<file path="src/rtl/seq_ctrl_if.sv">
// Memory-port and execute-unit bundle; the sequencer is the only master of both.
interface seq_ctrl_if #(parameter int AW = 10);
    logic          mem_rd;
    logic          mem_wr;
    logic [AW-1:0] mem_addr;
    logic [15:0]   mem_wdata;
    logic [15:0]   mem_rdata;
    logic [15:0]   exe_result;
    logic          exe_start;
    logic [1:0]    exe_iden;
    logic [3:0]    exe_opcode;
    logic [15:0]   operand;

    modport master (
        output mem_rd, mem_wr, mem_addr, mem_wdata,
        output exe_start, exe_iden, exe_opcode, operand,
        input  mem_rdata, exe_result
    );

    modport slave (
        input  mem_rd, mem_wr, mem_addr, mem_wdata,
        input  exe_start, exe_iden, exe_opcode, operand,
        output mem_rdata, exe_result
    );
endinterface

</file>
<file path="src/rtl/seq_ctrl.sv">
// Instruction sequencer: fetch, decode, operand read, execute strobe, store, halt.
// Every output is a register loaded from the values implied by the next state.
module seq_ctrl #(
    parameter int            AW         = 10,
    parameter logic [AW-1:0] START_ADDR = '0
) (
    input  logic          clk,
    input  logic          rst_n,
    input  logic          run,
    seq_ctrl_if.master    bus,
    output logic [AW-1:0] pc,
    output logic          busy,
    output logic          halted
);

    typedef enum logic [2:0] {
        S_IDLE, S_FETCH, S_DECODE, S_OPREAD, S_OLATCH, S_EXEC, S_STORE, S_HALT
    } state_t;

    state_t        state, state_nxt;
    logic [15:0]   ir, ir_nxt;
    logic [AW-1:0] pc_nxt;

    logic          rd_nxt, wr_nxt, start_nxt, busy_nxt, halted_nxt;
    logic [AW-1:0] addr_nxt;
    logic [15:0]   wdata_nxt, operand_nxt;
    logic [1:0]    iden_nxt;
    logic [3:0]    opcode_nxt;

    always_comb begin
        state_nxt   = state;
        pc_nxt      = pc;
        ir_nxt      = ir;
        rd_nxt      = 1'b0;
        wr_nxt      = 1'b0;
        start_nxt   = 1'b0;
        addr_nxt    = bus.mem_addr;
        wdata_nxt   = bus.mem_wdata;
        iden_nxt    = bus.exe_iden;
        opcode_nxt  = bus.exe_opcode;
        operand_nxt = bus.operand;

        case (state)
            S_IDLE, S_HALT: begin
                if (run) begin
                    state_nxt = S_FETCH;
                    pc_nxt    = START_ADDR;
                end
            end
            S_FETCH:  state_nxt = S_DECODE;
            S_DECODE: begin
                ir_nxt = bus.mem_rdata;
                pc_nxt = pc + AW'(1);
                case (bus.mem_rdata[15:14])
                    2'b00, 2'b01: state_nxt = S_OPREAD;
                    2'b10:        state_nxt = S_STORE;
                    default:      state_nxt = S_HALT;
                endcase
            end
            S_OPREAD: state_nxt = S_OLATCH;
            S_OLATCH: begin
                operand_nxt = bus.mem_rdata;
                state_nxt   = S_EXEC;
            end
            S_EXEC:   state_nxt = S_FETCH;
            S_STORE:  state_nxt = S_FETCH;
            default:  state_nxt = S_IDLE;
        endcase

        // Outputs are those of the state being entered, so they appear in that state's cycle.
        case (state_nxt)
            S_FETCH: begin
                rd_nxt   = 1'b1;
                addr_nxt = pc_nxt;
            end
            S_OPREAD: begin
                rd_nxt   = 1'b1;
                addr_nxt = ir_nxt[AW-1:0];
            end
            S_STORE: begin
                // Accumulator is captured at the edge that enters STORE; the last
                // EXEC is at least two cycles older, so its result has landed.
                wr_nxt    = 1'b1;
                addr_nxt  = ir_nxt[AW-1:0];
                wdata_nxt = bus.exe_result;
            end
            S_EXEC: begin
                start_nxt  = 1'b1;
                iden_nxt   = ir_nxt[15:14];
                opcode_nxt = ir_nxt[13:10];
            end
            default: ;
        endcase

        busy_nxt   = !(state_nxt == S_IDLE || state_nxt == S_HALT);
        halted_nxt = (state_nxt == S_HALT);
    end

    always_ff @(posedge clk or negedge rst_n) begin
        if (!rst_n) begin
            state          <= S_IDLE;
            pc             <= START_ADDR;
            ir             <= '0;
            bus.mem_rd     <= 1'b0;
            bus.mem_wr     <= 1'b0;
            bus.mem_addr   <= '0;
            bus.mem_wdata  <= '0;
            bus.exe_start  <= 1'b0;
            bus.exe_iden   <= '0;
            bus.exe_opcode <= '0;
            bus.operand    <= '0;
            busy           <= 1'b0;
            halted         <= 1'b0;
        end else begin
            state          <= state_nxt;
            pc             <= pc_nxt;
            ir             <= ir_nxt;
            bus.mem_rd     <= rd_nxt;
            bus.mem_wr     <= wr_nxt;
            bus.mem_addr   <= addr_nxt;
            bus.mem_wdata  <= wdata_nxt;
            bus.exe_start  <= start_nxt;
            bus.exe_iden   <= iden_nxt;
            bus.exe_opcode <= opcode_nxt;
            bus.operand    <= operand_nxt;
            busy           <= busy_nxt;
            halted         <= halted_nxt;
        end
    end

endmodule

</file>
<file path="src/flat_wrapper.sv">
// flat-port wrapper written by rule: the top's interface ports become plain ports
module seq_ctrl_flat 
#(
    parameter int            AW         = 10,
    parameter logic [AW-1:0] START_ADDR = '0
)
  (clk, rst_n, run, pc, busy, halted, bus_mem_rd, bus_mem_wr, bus_mem_addr, bus_mem_wdata, bus_exe_start, bus_exe_iden, bus_exe_opcode, bus_operand, bus_mem_rdata, bus_exe_result);
  seq_ctrl_if #(.AW(AW)) bus_i ();
  input  logic clk;
  input  logic rst_n;
  input  logic run;
  output logic [AW-1:0] pc;
  output logic busy;
  output logic halted;
  output wire logic [$bits(bus_i.mem_rd)-1:0] bus_mem_rd;
  output wire logic [$bits(bus_i.mem_wr)-1:0] bus_mem_wr;
  output wire logic [$bits(bus_i.mem_addr)-1:0] bus_mem_addr;
  output wire logic [$bits(bus_i.mem_wdata)-1:0] bus_mem_wdata;
  output wire logic [$bits(bus_i.exe_start)-1:0] bus_exe_start;
  output wire logic [$bits(bus_i.exe_iden)-1:0] bus_exe_iden;
  output wire logic [$bits(bus_i.exe_opcode)-1:0] bus_exe_opcode;
  output wire logic [$bits(bus_i.operand)-1:0] bus_operand;
  input wire logic [$bits(bus_i.mem_rdata)-1:0] bus_mem_rdata;
  input wire logic [$bits(bus_i.exe_result)-1:0] bus_exe_result;
  assign bus_mem_rd = bus_i.mem_rd;
  assign bus_mem_wr = bus_i.mem_wr;
  assign bus_mem_addr = bus_i.mem_addr;
  assign bus_mem_wdata = bus_i.mem_wdata;
  assign bus_exe_start = bus_i.exe_start;
  assign bus_exe_iden = bus_i.exe_iden;
  assign bus_exe_opcode = bus_i.exe_opcode;
  assign bus_operand = bus_i.operand;
  assign bus_i.mem_rdata = bus_mem_rdata;
  assign bus_i.exe_result = bus_exe_result;
  seq_ctrl #(.AW(AW), .START_ADDR(START_ADDR)) u_core (.clk(clk), .rst_n(rst_n), .run(run), .bus(bus_i), .pc(pc), .busy(busy), .halted(halted));
endmodule
</file>
<file path="config.mk">
export PLATFORM = sky130hd
export DESIGN_NAME = seq_ctrl_flat
export DESIGN_NICKNAME = d
export VERILOG_FILES = /design/src/rtl/seq_ctrl_if.sv /design/src/rtl/seq_ctrl.sv /design/src/flat_wrapper.sv
export SDC_FILE = /design/constraint.sdc
export NUM_CORES = 1
export LEC_CHECK = 0
export ABC_AREA = 1
export CORE_AREA = 4 4 97 99
export DETAILED_ROUTE_END_ITERATION = 8
export DIE_AREA = 0 0 101 103
export PLACE_DENSITY = 0.83
export SYNTH_ARGS = -nofsm -noshare
export SYNTH_HDL_FRONTEND = slang
export SYNTH_SLANG_ARGS = --single-unit
</file>
<file path="constraint.sdc">
create_clock -name clk -period 1.55 [get_ports clk]
set_clock_uncertainty 0.05 [all_clocks]
set_input_delay 0.2325 -clock clk [delete_from_list [all_inputs] [get_ports clk]]
set_output_delay 0.2325 -clock clk [all_outputs]
set_load 0.005 [all_outputs]
</file>
---- Yosys cells after proc, flatten, opt, wreduce, memory -nomap -nowiden ----
Cells that the tools add are included.
operators by class
  add/subtract/negate cells ............... 1
  equal/unequal tests ..................... 14
  multiplexer cells ....................... 10
  reductions and logical operators ........ 11
operators by type and width
  operator                                                                number
  10-bit one-hot mux with 2 select lines                                  2
  3-bit equality test (second input constant)                             7
  3-bit one-hot mux with 6 select lines                                   1
  16-bit 2-to-1 mux                                                       1
  10-bit by 1-bit adder with 10-bit output (second input constant)        1
  10-bit 2-to-1 mux                                                       1
  2-bit OR reduction                                                      5
  3-bit by 2-bit equality test with 1-bit output (second input constant)  3
  3-bit by 1-bit equality test with 1-bit output (second input constant)  2
  3-bit zero test                                                         2
  3-bit one-hot mux with 2 select lines                                   1
  1-bit 2-to-1 mux                                                        3
  3-bit 2-to-1 mux                                                        1
  2-bit by 1-bit equality test with 1-bit output (second input constant)  1
  2-bit equality test (second input constant)                             1
  2-bit zero test                                                         1
  2-bit nonzero test                                                      1
  1-bit zero test                                                         1
  1-bit logical OR                                                        1
storage, ports and cells
  register bits after elaboration ......... 82
  output and inout bits ................... 63

---- Logic depth before layout (Yosys ltp) ----
  depth in word-level cells ............... 7
  gate-level depth with buffers ........... 12

---- Worst setup path after synthesis ----
OpenSTA, ideal clock, no wires.
  kind .................................... register to register
  start point ............................. register u_core.state[1]
  end point ............................... register u_core.bus.mem_addr[0]
  library setup time ...................... 0.113 ns
  arrival time ............................ 1.391 ns
  slack ................................... -0.004 ns
  cell stages (with the launch flop) ...... 12
  cells stage by stage .................... dfrtp_1 > nor2_2 > nand2_2 > nand2_2 > inv_2 > nand2_1 > nand3_1 > nand2_2 > buf_6 > nand3_1 > nand2_1 > inv_1
between the ends
  cells in the longest elaborated chain, start to end .. 6
  elaborated cells between the ends (all ways) .. 20
  classes of those cells .................. 10 x eq/ne; 5 x mux; 5 x reduce/logical
ends and longest elaborated chain
  element                                                                                       line               source
  from (decl)                                                                                   seq_ctrl.sv:20     state_t state, state_nxt;
  from (signal assigned)                                                                        seq_ctrl.sv:115    state <= state_nxt;
  3-bit equality test / 3-bit zero test (equally long branches)                                 seq_ctrl.sv:43     case (state)
  2-bit OR reduction (on tied branches)                                                         n/a
  3-bit one-hot mux with 6 select lines                                                         seq_ctrl.sv:43
  3-bit by 2-bit equality test with 1-bit output / 3-bit equality test (equally long branches)  seq_ctrl.sv:71     case (state_nxt)
  2-bit OR reduction (no source line)                                                           n/a
  10-bit one-hot mux with 2 select lines / 2-bit nonzero test (equally long branches)           n/a
  to (signal assigned)                                                                          seq_ctrl.sv:120    bus.mem_addr <= addr_nxt;
  to (decl)                                                                                     seq_ctrl_if.sv:15  output mem_rd, mem_wr, mem_addr, mem_wdata,
Several ways; a longest one is shown, not always the timed one.
A chain may end at the register's enable or synchronous reset.

---- Final worst setup path ----
  start point ............................. register u_core.state[0]
  end point ............................... register u_core.bus.mem_addr[7]
Same word-level chain as after synthesis.

==> run metrics <==
outcome finished with violations; failing checks negative setup slack; filler cell count between 600 and 700; layout cells sized above 1 0.233; Layout area overhead 58.0%; Initial Utilization 0.419; actual slew at the worst max-slew pin 0.446 ns; post-synth top area share 0.573; post-DP HPWL 7070 µm; RePlAce Congestion 0.810; VDD IR max 0.000884 V; Crit Path Max Fanout 7; DRC violations left 0; FFs w/ async S/R, synth 1.00; via count 3442; Max Cap Violations 0; Via density 4.86; Placement Setup Slack -0.375 ns; DIE HEIGHT roughly 100 µm; Setup-failing EPs final 28; Post-synth EDFFs 0; pwr dens 2120 nW/µm²; Worst R2R Start u_core.state[0]; clock-pin slew of the registers on the worst-case setup and hold paths around 0.10 ns; Skew-Pair Late Insertion Delay 0.35 ns; drt pass-1 iters 6; Syn Nets approximately 470; CTS tree built; sequential element share of the synthesized area 0.573; Slew Limit Fails 0; grt total ovfl 0; Antenna Nets Post-Route 0; cts bufs inserted 9; vias in the first global route between 3000 and 4000; drt initial violations 115; cell count of the worst reg-to-reg path 11; DR WL/cell ~15 µm; RSZ-0062 raised after global routing true; #FFs+latches synth 82; top cells by count, synth 174 x nand2_1, 82 x dfrtp_1, 49 x inv_1; Cells after Synth 432; WS Path Type flop to flop; # rows 34; Min Clock Period, post-route 1.69 ns; CP Capture Type flop; worst reg2reg setup slack -0.14 ns; YS warnings 0; H-Tree Depth 3; total wire length about 11000 µm; main flop type after synthesis dfrtp_1; CP arrival 1.87 ns; core area 8550 µm²; synth unique cells 25; LEAKAGE 0.00319 µW; CP startpoint u_core.state[0]; port bufs 97; Fin. Hold Viols 0; Root Driver clkbuf_8; final net count approximately 630; Post-Syn Area per Cell 8.29 µm²; final worst slack -0.140 ns; Rel. slew slack 0.702; clock sink total 82; Max Clk Rate 592 MHz; top post-synthesis cells by area dfrtp_1 57%, nand2_1 18%, inv_1 5.1%; startpoint types flop; first-pass GRT wire length about 16000 µm; largest net degree at the start of global routing 36; die area 10400 µm²; gr usage total 0.194; CP Data Required Time around 1.7 ns; Antenna diodes 0; worst min-delay path class input port to async pin; largest buffer count on any clock path 2; count leader, synth nand2_1; initial antenna violation count 0; IO Count 98; Chip Width 101 µm; post-synthesis cell area between 3000 and 4000 µm²; post-synth top area cell dfrtp_1; setup TNS -2.39 ns; Tcrit/Tclk final 1.09
## flip-flops by register name (all words and copies together) (netlist names)
| signal | flops |
|---|---|
| u_core.bus.mem_wdata | 16 |
| u_core.bus.operand | 16 |
| u_core.ir | 16 |
| u_core.bus.mem_addr | 10 |
| u_core.pc | 10 |
| u_core.bus.exe_opcode | 4 |
| u_core.state | 3 |
| u_core.bus.exe_iden | 2 |
| u_core.bus.exe_start | 1 |
| u_core.bus.mem_rd | 1 |
| u_core.bus.mem_wr | 1 |
| u_core.busy | 1 |
| u_core.halted | 1 |
## where the power goes
group | switching, µW | internal (µW) | total (µW)
logic | 3370 | 3470 | 6840
registers | 596 | 3170 | 3760
clock network | 814 | 597 | 1410
total | 4780 | 7230 | 12000
## cell families (layout without fill, tap and decap cells)
logic type,Yosys count,in the layout,synth area share
simple gates,245,245,0.291
compound gates,36,36,0.0527
flops,82,82,0.573
fa+ha+maj,1,1,0.00349
buf+inv,68,236,0.0803
## cell usage in the layout, fill, tap and decap left out, types with 3 or more instances in the layout
cell type,netlist,final
dfrtp_2,0,4
buf_6,3,4
inv_6,0,3
o21ai_1,0,5
clkdlybuf4s50_1,0,66
buf_12,0,4
buf_4,1,58
inv_2,5,5
dlymetal6s2s_1,0,27
o21ai_0,28,21
clkbuf_8,0,9
dfrtp_1,82,78
nand4_1,6,6
o21bai_1,3,3
nand2_2,5,12
clkinvlp_4,0,3
inv_1,49,45
nand2_1,174,160
nor2_1,15,13
nand3_2,2,8
nand3_1,34,26
dlygate4sd2_1,0,3
nand2_4,1,8
nor2_4,1,5
## what timing repair did
action / in CTS / in global routing
gates cloned: 0 / 2
endpoints found under the hold margin: 32 / 0
buffers inserted: 9 / 15
setup endpoints to repair: 48 / 63
hold buffers: 1 / 0
pin swaps: 2 / 9
gates resized for setup: 32 / 70
## final timing paths
kind                                            endpoint
worst max-delay path              u_core.bus.mem_addr[7]
max in group asynchronous       u_core.bus.mem_wdata[10]
worst min register to register             u_core.ir[15]
worst max register to register    u_core.bus.mem_addr[7]
worst min-delay path              u_core.bus.operand[11]
min in group clk                u_core.bus.mem_wdata[13]
## layer usage
layer  vias to the layer above  global-route usage  wire length, µm
li1                       1658                   -                -
met1                      1652               0.241             4330
met2                       109               0.336             5530
met3                        23              0.0406              534
met4                         0              0.0726              233
met5                         -                   0                0
## final cells by class
type / count / area [µm²] / area share
multi-input combinational: 282 / 1410 / 0.249
clock inverter: 6 / 48.8 / 0.00862
clock buffer: 10 / 128 / 0.0226
sequential: 82 / 2060 / 0.363
inverter: 54 / 220 / 0.0389
tap: 108 / 135 / 0.0239
timing repair buffer: 166 / 1660 / 0.293
## critical path, stage by stage, from the launching register on
cell     delay [ns]
dfrtp_2        0.48
nand2_1        0.11
nand2_1        0.06
nor2_1         0.17
nor2_4         0.07
nor2_4         0.13
nand2_4        0.08
nand2_4        0.10
buf_6          0.14
nand3_1        0.07
nand2_1        0.07
inv_1          0.05
## stage by stage
stage | cell area [µm²] | hold slack [ns] | cells | utilization | power, µW
after floorplan | 3590 | -0.113 | 432 | - | 6450
after CTS | 5280 | 0.331 | 691 | 0.617 | 11200
after global routing | 5660 | 0.355 | 708 | 0.662 | 13000
final | 5660 | 0.313 | 708 | 0.662 | 12000
after global placement | 4960 | 0.151 | 665 | 0.580 | 9280
after detailed placement | 4960 | 0.158 | 665 | 0.580 | 9510
Note: power is estimated with default switching activity, not from simulation.
